==> src/rtl/gnrl_bitstr_pkg.sv <==
// Shared types and defaults for the bitstream sequencer.
package gnrl_bitstr_pkg;

   localparam int DEF_BUS_WIDTH = 32;
   localparam int DEF_CNT_WIDTH = 16;

   typedef enum logic [1:0] {
      IDLE  = 2'd0,
      FIRST = 2'd1,
      RUN   = 2'd2
   } state_t;

   // Position of the valid/terminator flag in a FIFO word.
   function automatic int valid_bit(input int bus_width);
      return bus_width - 1;
   endfunction

endpackage

==> src/rtl/gnrl_bitstr_down_cnt.sv <==
// Loadable down-counter; stops at zero and reports it on a zero flag.
module gnrl_bitstr_down_cnt
   import gnrl_bitstr_pkg::*;
#(
   parameter int WIDTH = DEF_CNT_WIDTH
) (
   input  logic             clk,
   input  logic             rst_n,
   input  logic             load,
   input  logic             en,
   input  logic [WIDTH-1:0] load_val,
   output logic             zero
);

   localparam logic [WIDTH-1:0] ONE = 1;

   logic [WIDTH-1:0] cnt_q, cnt_d;

   always_comb begin
      cnt_d = cnt_q;
      if (load) begin
         cnt_d = load_val;
      end else if (en && (cnt_q != '0)) begin
         cnt_d = cnt_q - ONE;
      end
   end

   always_ff @(posedge clk or negedge rst_n) begin
      if (!rst_n) begin
         cnt_q <= '0;
      end else begin
         cnt_q <= cnt_d;
      end
   end

   assign zero = (cnt_q == '0);

endmodule

==> src/rtl/gnrl_bitstr_cnt.sv <==
// Bitstream sequencer: plays timed words from a show-ahead FIFO for N+1 cycles each.
// GNRL_BITSTR_STICKY_DEND_EN makes D_END a level cleared by the next accepted START.
module gnrl_bitstr_cnt
   import gnrl_bitstr_pkg::*;
#(
   parameter int BUS_WIDTH = DEF_BUS_WIDTH,
   parameter int CNT_WIDTH = DEF_CNT_WIDTH
) (
   input  logic                 CLK,
   input  logic                 RST,
   input  logic                 START,
   input  logic                 STOP,
   output logic                 READY,
   input  logic [BUS_WIDTH-1:0] bitstr_in,
   output logic [BUS_WIDTH-1:0] bitstr_out,
   output logic                 D_END
);

   localparam int VB = valid_bit(BUS_WIDTH);

   state_t                 state_q, state_d;
   logic [BUS_WIDTH-1:0]   out_q, out_d;
   logic                   dend_q, dend_d;
   logic                   word_valid;
   logic                   cnt_zero;
   logic                   cnt_load;
   logic                   cnt_en;
   logic [CNT_WIDTH-1:0]   cnt_val;
   logic                   capture;
   logic                   end_set;

   assign word_valid = bitstr_in[VB];

   always_ff @(posedge CLK or negedge RST) begin
      if (!RST) begin
         state_q <= IDLE;
         out_q   <= '0;
         dend_q  <= 1'b0;
      end else begin
         state_q <= state_d;
         out_q   <= out_d;
         dend_q  <= dend_d;
      end
   end

   always_comb begin
      state_d = state_q;
      if (STOP) begin
         state_d = IDLE;
      end else begin
         unique case (state_q)
            IDLE:    if (START) state_d = FIRST;
            FIRST:   state_d = word_valid ? RUN : IDLE;
            RUN:     if (cnt_zero && !word_valid) state_d = IDLE;
            default: state_d = IDLE;
         endcase
      end
   end

   // STOP blocks the FIFO read so an aborted sequence never consumes a word.
   always_comb begin
      capture  = !STOP && ((state_q == FIRST) || ((state_q == RUN) && cnt_zero));
      out_d    = out_q;
      cnt_load = 1'b0;
      cnt_en   = 1'b0;
      cnt_val  = bitstr_in[CNT_WIDTH-1:0];
      end_set  = 1'b0;
      if (STOP) begin
         out_d    = '0;
         cnt_load = 1'b1;
         cnt_val  = '0;
         end_set  = 1'b1;
      end else if (capture) begin
         if (word_valid) begin
            out_d    = bitstr_in;
            cnt_load = 1'b1;
         end else begin
            out_d   = '0;
            end_set = 1'b1;
         end
      end else if (state_q == RUN) begin
         cnt_en = 1'b1;
      end
`ifdef GNRL_BITSTR_STICKY_DEND_EN
      if (end_set) begin
         dend_d = 1'b1;
      end else if ((state_q == IDLE) && START) begin
         dend_d = 1'b0;
      end else begin
         dend_d = dend_q;
      end
`else
      dend_d = end_set;
`endif
   end

   gnrl_bitstr_down_cnt #(
      .WIDTH (CNT_WIDTH)
   ) u_down_cnt (
      .clk      (CLK),
      .rst_n    (RST),
      .load     (cnt_load),
      .en       (cnt_en),
      .load_val (cnt_val),
      .zero     (cnt_zero)
   );

   assign READY      = capture;
   assign bitstr_out = out_q;
   assign D_END      = dend_q;

endmodule

==> config.mk <==
export PLATFORM = sky130hd
export DESIGN_NAME = gnrl_bitstr_cnt
export DESIGN_NICKNAME = d
export VERILOG_FILES = /design/src/rtl/gnrl_bitstr_pkg.sv /design/src/rtl/gnrl_bitstr_down_cnt.sv /design/src/rtl/gnrl_bitstr_cnt.sv
export SDC_FILE = /design/constraint.sdc
export NUM_CORES = 1
export LEC_CHECK = 0
export CORE_ASPECT_RATIO = 1.1
export CORE_MARGIN = 2
export CORE_UTILIZATION = 51
export DETAILED_ROUTE_END_ITERATION = 12
export GPL_ROUTABILITY_DRIVEN = 0
export GPL_TIMING_DRIVEN = 1
export PLACE_DENSITY = 0.83
export SETUP_SLACK_MARGIN = 0.05
export SLEW_MARGIN = 20
export SYNTH_ARGS = -nofsm -noshare
export SYNTH_HDL_FRONTEND = slang
export SYNTH_SLANG_ARGS = --single-unit
==> constraint.sdc <==
create_clock -name CLK -period 3 [get_ports CLK]
set_input_delay 0.45 -clock CLK [delete_from_list [all_inputs] [get_ports CLK]]
set_output_delay 0.45 -clock CLK [all_outputs]
set_load 0.1 [all_outputs]
Word-level counts from Yosys, hierarchy flattened
Cells that the tools add are included.
{ "word_totals": {"register_bits": 51, "in_bits": 36, "out_inout_bits": 34, "elab_cells": 42} }
{ "op_classes": {"n_addsub": 1, "eq_ne": 4, "mux": 20, "n_reduce_logical": 13} }
{ "op_table": {"columns": ["op", "n"], "rows": [
  ["$mux W32", 3],
  ["$mux W16", 3],
  ["$logic_not A16 Y1", 1],
  ["$reduce_bool A16 Y1", 1],
  ["$sub A16 B1 Y16 const B", 1],
  ["$mux W1", 9],
  ["$mux W2", 4],
  ["$ne A3 B3 Y1 const B", 2],
  ["$pmux W2 S3", 1],
  ["$logic_and A1 B1 Y1", 4],
  ["$reduce_bool A2 Y1", 2],
  ["$eq A2 B1 Y1 const B", 1],
  ["$eq A2 B2 Y1 const B", 1],
  ["$logic_not A1 Y1", 2],
  ["$logic_not A2 Y1", 1],
  ["$reduce_and A2 Y1", 1],
  ["$logic_or A1 B1 Y1", 1]
]} }

Depth between registers and ports, before layout
{ "logic_depth": {"depth_word": 9, "mapped_depth": 10, "depth_no_buf": 7} }

Modules after synthesis
A second synthesis with hierarchy kept.
{ "hier_totals": {"hier_cells": 230, "hier_area_um2": 2509.9} }
{ "by_module_without_submodules": {"columns": ["mod", "n_inst", "cells_each", "area_each_um2", "seq_area_each_um2"], "rows": [
  ["gnrl_bitstr_cnt", 1, 106, 1446.4, 875.8],
  ["gnrl_bitstr_down_cnt", 1, 124, 1063.5, 400.4]
]} }

Least setup slack after synthesis
Ideal clock, no wire load.
{ "synth_path": {"path_type": "flip-flop to output port", "from": "reg u_down_cnt.cnt_q[0]", "to": "out READY", "arrival_time_ns": 2.863, "required_ns": 2.550, "slack_ns": -0.313, "stages_incl_launch_ff": 9, "path_buffers": 2, "cell_sequence": "dfrtp_1 inv_1 ha_1 nor4b_1 and4_1 buf_6 a21oi_1 clkbuf_1 nor2_1"} }
{ "synth_via": {"elab_chain_cells": 4} }
{ "synth_rtl": {"columns": ["item", "line", "source"], "rows": [
  ["start, declared", "gnrl_bitstr_down_cnt.sv:17", "logic [WIDTH-1:0] cnt_q, cnt_d;"],
  ["start signal, assigned", "gnrl_bitstr_down_cnt.sv:32", "cnt_q <= cnt_d;"],
  ["$logic_not A16 Y1", "gnrl_bitstr_down_cnt.sv:36", "assign zero = (cnt_q == '0);"],
  ["$logic_and A1 B1 Y1", "gnrl_bitstr_cnt.sv:62", "capture = !STOP && ((state_q == FIRST) || ((state_q == RUN) && cnt_zero));"],
  ["$logic_or A1 B1 Y1", "gnrl_bitstr_cnt.sv:62", null],
  ["$logic_and A1 B1 Y1", "gnrl_bitstr_cnt.sv:62", null],
  ["end, declared", "gnrl_bitstr_cnt.sv:13", "output logic READY,"]
]} }
No other way between the ends.

Worst setup path after layout
Ends and elaborated chain as after synthesis.

==> out/summary.txt <==
Clock Latency Late Sink -> 0.31 ns
ANT nets after route -> 0
Worst EP required -> 2.55 ns
TritonCTS clock tree -> built
# rows -> 26
CP startpoint kind -> register
Share of post-route cells with drive strength above 1 -> 22.3%
Slowest CP cell -> dfrtp_1
Sw Pwr -> 0.000587 W
Syn Nets -> 261
Drt drc -> 0
CTS clk-pin slew, worst paths -> 0.10 ns
Post-Route Skew -> 0.00591 ns
Vias in the first global route -> 2109
Final slew viol count -> 0
Type of the worst setup path -> register to output pin
Part of the Yosys area used for sequential elements -> 51.5%
Final Util -> 70.1%
EDFF count, synth -> 0
Worst EP arrival -> 2.19 ns
Number of buffers created by CTS -> 5
Main area contributors after synthesis -> dfrtp_1 51%, a22o_1 10%, a21oi_1 2.6%
Post-synthesis compound-gate area fraction -> 25.2%
Final Hold Viols -> 0
Bufs on Longest Clock Path -> 2
Fillers -> 370
Most frequent cells in the layout -> 51 x dfrtp_1, 40 x buf_4, 34 x clkdlybuf4s50_1
Inst Count DP -> 340
Combinational power share -> 26.2%
Syn-to-layout area delta -> 31.4%
Worst-margin pin slew -> 0.701 ns
Simple-Gate Fraction of Synth Area -> 15.7%
RSZ-0062 raised after global routing -> no
XOR/XNOR Fraction of Synth Area -> 1.41%
Synthesized area -> 2480 µm²
DIE AREA -> 5440 µm²
DR iter-0 viols -> 185
Period utilisation layout -> 88.0%
Vias -> 2130
Worst vdd ir -> 0.000333 V
Initial Utilization -> 53.3%
Depth of the CTS H-tree -> 2
Mux cell area share after synthesis -> 0%
IO Count -> 70
# diodes -> 0
Rel. slew slack -> 53.2%
Root Driver -> clkbuf_8
Wire length of the first global-routing pass -> 10100 µm
CTS hold repair buffers -> 0
Clock Sinks -> 51
Finished Layout Cells -> 348
Leakage -> 1.47 nW
Reported max-cap violation count -> 0
Port bufs -> 69
DP Wirelength -> 4250 µm
Synth area leader -> dfrtp_1
Via-per-instance ratio -> 6.12
Core area -> 4650 µm²
Synth warn -> 0
Main combinational cell family by area after synthesis -> compound AO/OA/AOI/OAI gates
Synth Area per Inst -> 11.1 µm²
Post-layout minimum cycle time -> 2.64 ns
Ys async rst share -> 100%
DR pass1 iterations -> 4
Fmax -> 379 MHz
Die Y -> 77.1 µm
Pin count of the biggest net entering global routing -> 52
Power Internal -> 0.00118 W
Area share of fa/ha/maj cells after synthesis -> 1.01%
Crit Path Max Fanout -> 6
Worst Setup End Kind -> output pin
Routed wire length -> 6120 µm
Antenna violations before repair -> 0
Synth cell types -> 57
Outcome -> completed
Tightest Hold Check Type -> primary input to async pin
Critical path cell sequence -> inv_1 -> ha_1 -> nor4b_2 -> and4_1 -> a21oi_1 -> nor2_2 -> buf_12
Commonest non-fill, non-tap cell in the layout -> dfrtp_1
Post-Syn Instances -> 223
Pwr Density -> 541 nW/µm²
Critical Path Max Stage Delay -> 0.44 ns
Clock network power share -> 28.9%
DR WL/cell -> 17.6 µm
Final net count -> 329
Top-area cell type share of the netlist area -> 51.5%
Buf/Inv on CP -> 2
Ys flop type -> dfrtp_1
Worst hold slack -> 0.151 ns
Die Width -> 70.5 µm
Grt ovf -> 0
Seq pwr share -> 44.9%
# setup viols final -> 0
Switching Share -> 33.3%
Setup TNS -> 0 ns
Register bit total from synthesis -> 51
GRT Total Usage -> 23.4%
Top Family by Delay on Critical Path -> simple AND/OR/NAND/NOR gates
-- Yosys cell counts (all sizes together), types with 3 or more instances --
| library cell | instances |
|---|---|
| clkbuf | 3 |
| nor2 | 11 |
| nand3 | 3 |
| nor2b | 3 |
| nor4 | 4 |
| nand2b | 4 |
| nand2 | 13 |
| a31o | 3 |
| buf | 12 |
| inv | 6 |
| a21oi | 13 |
| a211oi | 6 |
| a22o | 29 |
| o21ai | 8 |
| a31oi | 3 |
| nor3 | 9 |
| nand4 | 6 |
| dfrtp | 51 |
-- power by group through the flow --
stage / clock (W) / combinational, W / sequential (W)
floorplan: 0 / 0.000221 / 0.000895
global placement: 0 / 0.000450 / 0.000799
detailed placement: 0 / 0.000457 / 0.000801
CTS: 0.000515 / 0.000460 / 0.000789
global route: 0.000539 / 0.000500 / 0.000799
finish: 0.000510 / 0.000463 / 0.000792
-- worst paths after layout --
path	from	to	slack, ns	cells after the start
worst max-delay path	u_down_cnt.cnt_q[0]$_DFFE_PN0P_	READY	0.36	7
worst min register to register	bitstr_out[31]$_DFFE_PN0P_	bitstr_out[31]$_DFFE_PN0P_	0.50	1
max in group asynchronous	RST	bitstr_out[1]$_DFFE_PN0P_	2.43	1
worst min-delay path	RST	bitstr_out[7]$_DFFE_PN0P_	0.15	1
min in group CLK	bitstr_out[31]$_DFFE_PN0P_	bitstr_out[31]$_DFFE_PN0P_	0.50	1
worst max register to register	u_down_cnt.cnt_q[0]$_DFFE_PN0P_	u_down_cnt.cnt_q[15]$_DFFE_PN0P_	0.65	8
-- flip-flops by register name (all words and copies together) (netlist names) --
signal            cells
bitstr_out           32
D_END                 1
state_q               2
u_down_cnt.cnt_q     16
-- cell type report --
class                   count  area, µm²  area share [%]
repair buffers             76        681            20.9
flip-flops and latches     51       1280            39.2
inverters                   6       22.5           0.691
clock inverters             2       38.8            1.19
clock buffers               6       82.6            2.53
multi-input cells         151       1090            33.4
well taps                  56       70.1            2.15
-- stage by stage --
stage	cell area, µm²	setup WS [ns]	power (W)
2_1_floorplan	2480	0.146	0.00112
3_3_place_gp	3120	0.454	0.00125
3_5_place_dp	3120	0.308	0.00126
4_1_cts	3250	0.233	0.00176
5_1_grt	3260	0.231	0.00184
6_report	3260	0.359	0.00176
-- worst reg2reg max path: stages, from the launching register on --
cell     delay, ns
dfrtp_1       0.44
inv_1         0.10
ha_1          0.18
nor4b_2       0.27
nand4_2       0.24
o31ai_2       0.37
buf_4         0.22
o21ai_0       0.09
a221o_1       0.33
-- cells by family (layout without fill, tap and decap cells) --
family	after synthesis	count (layout)
AO/OA/AOI/OAI	80	80
AND/OR/NAND/NOR	65	65
flip-flops	51	51
buffers and inverters	21	90
XOR/XNOR	4	4
adder cells (fa/ha/maj)	2	2
-- routing by layer --
layer / vias to the layer above / wire, µm / track usage [%]
met1: 1025 / 2580 / 32.2
met2: 99 / 2870 / 35.1
li1: 993 / - / -
met4: 0 / 144 / 10.2
met5: - / 0 / 0
met3: 13 / 525 / 5.91
-- repair_timing --
| action | in CTS | in global routing |
|---|---|---|
| gates resized for setup | 0 | 1 |
| endpoints found under the setup margin | 0 | 1 |
| buffers inserted | 0 | 0 |
Power figures use the tool's default switching activity.
